$ cat config.mk
export PLATFORM = sky130hd
export DESIGN_NAME = turn_input_latch_flat
export DESIGN_NICKNAME = d
export VERILOG_FILES = /design/src/rtl/lightbike_pkg.sv /design/src/rtl/turn_input_latch_if.sv /design/src/rtl/turn_slot.sv /design/src/rtl/turn_input_latch.sv /design/src/flat_wrapper.sv
export SDC_FILE = /design/constraint.sdc
export NUM_CORES = 1
export LEC_CHECK = 0
export ABC_AREA = 1
export ABC_CLOCK_PERIOD_IN_PS = 1550
export CAP_MARGIN = 0
export CORE_MARGIN = 4
export CORE_UTILIZATION = 50
export CTS_BUF_LIST = sky130_fd_sc_hd__clkbuf_8
export DETAILED_ROUTE_END_ITERATION = 16
export PLACE_DENSITY_LB_ADDON = 0.1
export SYNTH_ARGS = -nofsm -noshare
export SYNTH_HDL_FRONTEND = slang
export SYNTH_HIERARCHICAL = 1
export SYNTH_SLANG_ARGS = --single-unit
$ cat constraint.sdc
create_clock -name CLOCK_50 -period 1.55 [get_ports CLOCK_50]
set_clock_uncertainty 0.15 [all_clocks]
set_input_delay 0.2325 -clock CLOCK_50 [delete_from_list [all_inputs] [get_ports CLOCK_50]]
set_output_delay 0.2325 -clock CLOCK_50 [all_outputs]
set_load 0.01 [all_outputs]
$ cat src/rtl/lightbike_pkg.sv
// Shared lightbike encodings: per-player turn commands and heading directions,
// used by turn_input_latch and game_data alike.
package lightbike_pkg;

  typedef enum logic [1:0] {
    TURN_NONE  = 2'b00,
    TURN_RIGHT = 2'b01,
    TURN_LEFT  = 2'b10
  } turn_e;

  typedef enum logic [1:0] {
    DIR_UP    = 2'b00,
    DIR_RIGHT = 2'b01,
    DIR_DOWN  = 2'b10,
    DIR_LEFT  = 2'b11
  } dir_e;

  // Press pair {left, right} maps straight onto the turn encoding; both or neither is no turn.
  function automatic turn_e press_to_turn(input logic [1:0] press);
    case (press)
      2'b01:   return TURN_RIGHT;
      2'b10:   return TURN_LEFT;
      default: return TURN_NONE;
    endcase
  endfunction

endpackage

$ cat src/rtl/turn_input_latch_if.sv
// Keyboard-to-game turn command bus: held keys and tick strobes in, per-window turns out.
interface turn_input_latch_if #(
  parameter int unsigned NUM_PLAYERS = 3
);
  logic                       game_tick;
  logic                       run_game;
  logic [2*NUM_PLAYERS-1:0]   key_down;
  logic [2*NUM_PLAYERS-1:0]   turn;
  logic                       turn_dropped;

  modport master (
    output game_tick, run_game, key_down,
    input  turn, turn_dropped
  );

  modport slave (
    input  game_tick, run_game, key_down,
    output turn, turn_dropped
  );
endinterface

$ cat src/rtl/turn_slot.sv
// Per-player pending turn storage: single slot, or a 2-entry FIFO when
// TURN_QUEUE_EN is defined.
module turn_slot
  import lightbike_pkg::*;
(
  input  logic       CLOCK_50,
  input  logic       reset_n,
  input  logic       flush,
  input  logic       pop,
  input  logic [1:0] press,
  output turn_e      head,
  output logic       dropped
);

  turn_e req;
  logic  cancel;

  assign req    = press_to_turn(press);
  assign cancel = &press;

`ifdef TURN_QUEUE_EN
  turn_e q0, q1, q0_n, q1_n, s0, s1;

  // Pop is applied first so a push in the tick cycle sees the shifted queue.
  always_comb begin
    s0      = q0;
    s1      = q1;
    dropped = 1'b0;
    if (pop) begin
      s0 = q1;
      s1 = TURN_NONE;
    end
    q0_n = s0;
    q1_n = s1;
    if (cancel) begin
      dropped = 1'b1;
    end else if (req != TURN_NONE) begin
      if (s0 == TURN_NONE)      q0_n = req;
      else if (s1 == TURN_NONE) q1_n = req;
      else                      dropped = 1'b1;
    end
  end

  always_ff @(posedge CLOCK_50) begin
    if (!reset_n || flush) begin
      q0 <= TURN_NONE;
      q1 <= TURN_NONE;
    end else begin
      q0 <= q0_n;
      q1 <= q1_n;
    end
  end

  assign head = q0;
`else
  turn_e slot, slot_n, base;

  always_comb begin
    base    = pop ? TURN_NONE : slot;
    slot_n  = base;
    dropped = 1'b0;
    if (cancel) begin
      dropped = 1'b1;
    end else if (req != TURN_NONE) begin
      if (base == TURN_NONE) slot_n  = req;
      else                   dropped = 1'b1;
    end
  end

  always_ff @(posedge CLOCK_50) begin
    if (!reset_n || flush) slot <= TURN_NONE;
    else                   slot <= slot_n;
  end

  assign head = slot;
`endif

endmodule

$ cat src/rtl/turn_input_latch.sv
// Converts held-key levels into one-shot per-player turns, latched once per game tick.
// Optional macro TURN_QUEUE_EN turns each player slot into a 2-entry FIFO.
module turn_input_latch
  import lightbike_pkg::*;
#(
  parameter int unsigned NUM_PLAYERS = 3
) (
  input  logic              CLOCK_50,
  input  logic              reset_n,
  turn_input_latch_if.slave bus
);

  localparam int unsigned W = 2 * NUM_PLAYERS;

  logic [W-1:0]           key_prev;
  logic [W-1:0]           press;
  logic [W-1:0]           heads;
  logic [NUM_PLAYERS-1:0] drops;
  logic                   pop;
  logic                   flush;

  // key_prev tracks in reset and while idle so held keys never count as presses.
  always_ff @(posedge CLOCK_50) begin
    key_prev <= bus.key_down;
  end

  assign press = bus.run_game ? (bus.key_down & ~key_prev) : '0;
  assign pop   = bus.game_tick & bus.run_game;
  assign flush = ~bus.run_game;

  for (genvar p = 0; p < NUM_PLAYERS; p++) begin : g_slot
    turn_slot u_slot (
      .CLOCK_50 (CLOCK_50),
      .reset_n  (reset_n),
      .flush    (flush),
      .pop      (pop),
      .press    (press[2*p+1:2*p]),
      .head     (heads[2*p+1:2*p]),
      .dropped  (drops[p])
    );
  end

  always_ff @(posedge CLOCK_50) begin
    if (!reset_n) begin
      bus.turn         <= '0;
      bus.turn_dropped <= 1'b0;
    end else begin
      bus.turn_dropped <= |drops;
      if (!bus.run_game)     bus.turn <= '0;
      else if (bus.game_tick) bus.turn <= heads;
    end
  end

endmodule

$ cat src/flat_wrapper.sv
// flat-port wrapper written by rule: the top's interface ports become plain ports
module turn_input_latch_flat import lightbike_pkg::*;
#(
  parameter int unsigned NUM_PLAYERS = 3
)
  (CLOCK_50, reset_n, bus_game_tick, bus_run_game, bus_key_down, bus_turn, bus_turn_dropped);
  turn_input_latch_if #(.NUM_PLAYERS(NUM_PLAYERS)) bus_i ();
  input  logic CLOCK_50;
  input  logic reset_n;
  input wire logic [$bits(bus_i.game_tick)-1:0] bus_game_tick;
  input wire logic [$bits(bus_i.run_game)-1:0] bus_run_game;
  input wire logic [$bits(bus_i.key_down)-1:0] bus_key_down;
  output wire logic [$bits(bus_i.turn)-1:0] bus_turn;
  output wire logic [$bits(bus_i.turn_dropped)-1:0] bus_turn_dropped;
  assign bus_i.game_tick = bus_game_tick;
  assign bus_i.run_game = bus_run_game;
  assign bus_i.key_down = bus_key_down;
  assign bus_turn = bus_i.turn;
  assign bus_turn_dropped = bus_i.turn_dropped;
  turn_input_latch #(.NUM_PLAYERS(NUM_PLAYERS)) u_core (.CLOCK_50(CLOCK_50), .reset_n(reset_n), .bus(bus_i));
endmodule
==> run_results.csv, run 1 <==
group,metric,value,unit
outcome,status,"finished clean",
critical_path,critPathKind,"input pin to register",
place,placed_area,1150,sq um
logic_synthesis,yosysSeqAreaShare,41.5,%
power_and_ir_drop,swShare,25.2,%
logic_synthesis,synth_top_family_by_area,"simple AND/OR/NAND/NOR gates",
logic_synthesis,synthCells,122,
detailed_routing,num_vias,841,
global_route,antenna_found_initial,0,
power_and_ir_drop,p_total,1.02,mW
logic_synthesis,muxShareOfSynthArea,0,%
cells_and_area,seqCellArea,380,sq um
logic_synthesis,synth-adder-area-share,12.3,%
timing,period_needed,1510,ps
floorplan,ios,17,
timing,finalCritPeriodShare,97.7,%
power_and_ir_drop,leakage,0.672,nW
global_route,grt_pass1_wl,2.91,mm
critical_path,cp_max_fo,2,
critical_path,worstSetupEndpointType,"register",
global_route,grt_max_degree,13,
place,port_buffers,16,
timing,finalHoldViolCount,0,
power_and_ir_drop,seqPwrFrac,50.2,%
floorplan,coreArea,1730,sq um
clock_tree,cts_tree,"built",
detailed_routing,drt_iter0_markers,19,
logic_synthesis,synth.distinct_cells,14,
clock_tree,cts.sinks,19,
global_route,grtUsageMet3,4.75,%
run,drv_cap,0,
global_route,grt_overflow,0,
logic_synthesis,ys_warn_count,6,
clock_tree,cts_buffers,3,
timing,worst_slew_pin_slew,246,ps
detailed_routing,detail_route.vias_per_cell,4.75,
cells_and_area,final_nets,172,
detailed_routing,wirelength,1.91,mm
critical_path,crit_path_start_kind,"input pin",
cells_and_area,areaGrowthSynthToFinish,49.2,%
clock_tree,root_buffer,"clkbuf_8",
detailed_routing,ant_nets,0,
power_and_ir_drop,p_per_area,743,nW/um^2
logic_synthesis,avgSynthCellArea,7.51,sq um
timing,slew_viol_final,0,
timing,tns,0,ps
detailed_routing,dr.pass1.iters,4,
global_route,grt_busiest_layer,"met2",
floorplan,die_y,50.8,microns
global_route,grt_pass1_vias,744,
logic_synthesis,syn_area,916,sq um
detailed_routing,drc,0,
timing,fin_hold_ws,293,ps
floorplan,initial_core_util,53.0,%
power_and_ir_drop,power_switching,255,uW
power_and_ir_drop,clkPwrFrac,34.6,%
critical_path,cp.arrival,1560,ps
logic_synthesis,synth-simple-area-share,26.4,%
clock_tree,clock_latency,260,ps
power_and_ir_drop,vdd_drop_max,741,uV
timing,fmax,0.660,GHz
detailed_routing,wl_per_cell,10.8,microns
power_and_ir_drop,p_comb_share,15.2,%
global_route,track_usage,15.6,%
cells_and_area,final_cell_mix,"nand2_1 (28), dfxtp_1 (19), inv_1 (18)",
clock_tree,path_clk_slew,80,ps
timing,slew_headroom,83.6,%
global_route,met2_usage,27.0,%
logic_synthesis,synth_compound_area_share,8.20,%
cells_and_area,final_area,1370,sq um
critical_path,cp.required,1590,ps
logic_synthesis,synth-xor-area-share,0,%
floorplan,rows,15,
timing,setup_viol,0,
cells_and_area,drive_above_1_share,27.6,%
place,gp_congestion,0.751,
cells_and_area,final_common_cell,"nand2_1",
floorplan,die_w,50.8,microns
cells_and_area,num_antenna_cells,0,
clock_tree,htree_levels,1,
clock_tree,clk_path_buf_depth,2,
global_route,grt_util_met1,15.3,%
place,hpwl,1.20,mm
hold_path,hp-class,"input pin to register",
cells_and_area,multi_input_area,551,sq um
logic_synthesis,synth_nets,141,
power_and_ir_drop,intPower,760,uW
floorplan,dieArea,2580,sq um
cells_and_area,n_fill_cell,137,
logic_synthesis,synth-seq-cells,19,
[path summary, 6_finish.rpt]
check,slack (ps),to,cells after the start,from
hold / removal,290,u_core/key_prev[3],1,bus_key_down[3]
hold reg to reg,320,u_core/bus.turn[4],2,u_core/bus.turn[4]
setup / recovery,40,u_core/bus.turn_dropped,8,bus_key_down[5]
setup reg to reg,170,u_core/bus.turn_dropped,7,u_core/key_prev[4]
[per-layer routing]
layer,vias up,part of all wire [%]
met2,36,47
met5,-,0
li1,428,-
met3,8,8.3
met1,369,42
met4,0,3.1
[layout make-up]
type / count / share of cell area, %
multi-input combinational: 79 / 40.3
sequential: 19 / 27.8
timing repair buffer: 28 / 20.1
inverter: 22 / 6.14
clock buffer: 3 / 3.02
tap: 25 / 2.29
clock inverter: 1 / 0.366
[sequential cells by signal, indices dropped and copies added (netlist names)]
name	flops
u_core/bus.turn	6
u_core/g_slot.u_slot/head	6
u_core/bus.turn_dropped	1
u_core/key_prev	6
[synthesized netlist by cell type, drive strengths merged]
master	count	share of area (%)
inv	21	8.6
o21bai	3	2.5
a21boi	1	0.82
buf	2	2.5
o21ai	3	1.6
nor2	22	10
ha	9	12
a21oi	6	3.3
clkinv	1	0.55
dfxtp	19	42
nand2	29	13
nand3	6	3.3
[power by group through the flow]
stage	Clock, mW	Combinational [mW]	Sequential [mW]
3_3_place_gp	0	0.122	0.519
2_1_floorplan	0	0.0657	0.521
3_5_place_dp	0	0.125	0.519
4_1_cts	0.360	0.125	0.508
6_report	0.352	0.155	0.510
5_1_grt	0.388	0.171	0.511
[repair_timing]
item / CTS / global route
resized for setup: 2 / 34
endpoints found under the setup margin: 7 / 13
hold endpoints to repair: 0 / 2
hold buffers: 0 / 2
cloned: 0 / 0
setup buffers: 0 / 1
pin swaps: 0 / 10
[stage by stage]
step                      worst slack [ps]  util [%]  std cells
final                                 35.3      79.1        177
after global placement                -404      66.7        170
after detailed placement              -425      66.7        170
after floorplan                        123         -        122
after global routing                 -46.8      79.1        177
after CTS                             2.20      69.5        174
[worst max-delay path: stages]
cell	delay [ps]
clkdlybuf4s50_1	480
nand2_1	80
nor2_2	170
buf_4	160
ha_4	140
o21bai_1	100
nor2_1	60
a21boi_1	150
[cells by family after synthesis]
kind of cell,Yosys count
AO/OA/AOI/OAI,13
AND/OR/NAND/NOR,57
buffers and inverters,24
flip-flops,19
adder cells (fa/ha/maj),9
(Power assumes the default switching activity.)
==> inputs of run 2 (changes only) <==
- GPL_ROUTABILITY_DRIVEN: not set -> 0
==> results of run 2 <==
Final layout, timing and power as in run 1 (identical DEF).
==> inputs of run 3 (changes only) <==
- ABC_CLOCK_PERIOD_IN_PS: 1550 -> not set
- CTS_CLUSTER_DIAMETER: not set -> 30
- GPL_ROUTABILITY_DRIVEN: 0 -> 1
==> results of run 3 <==
Final layout, timing and power as in run 1 (identical DEF).
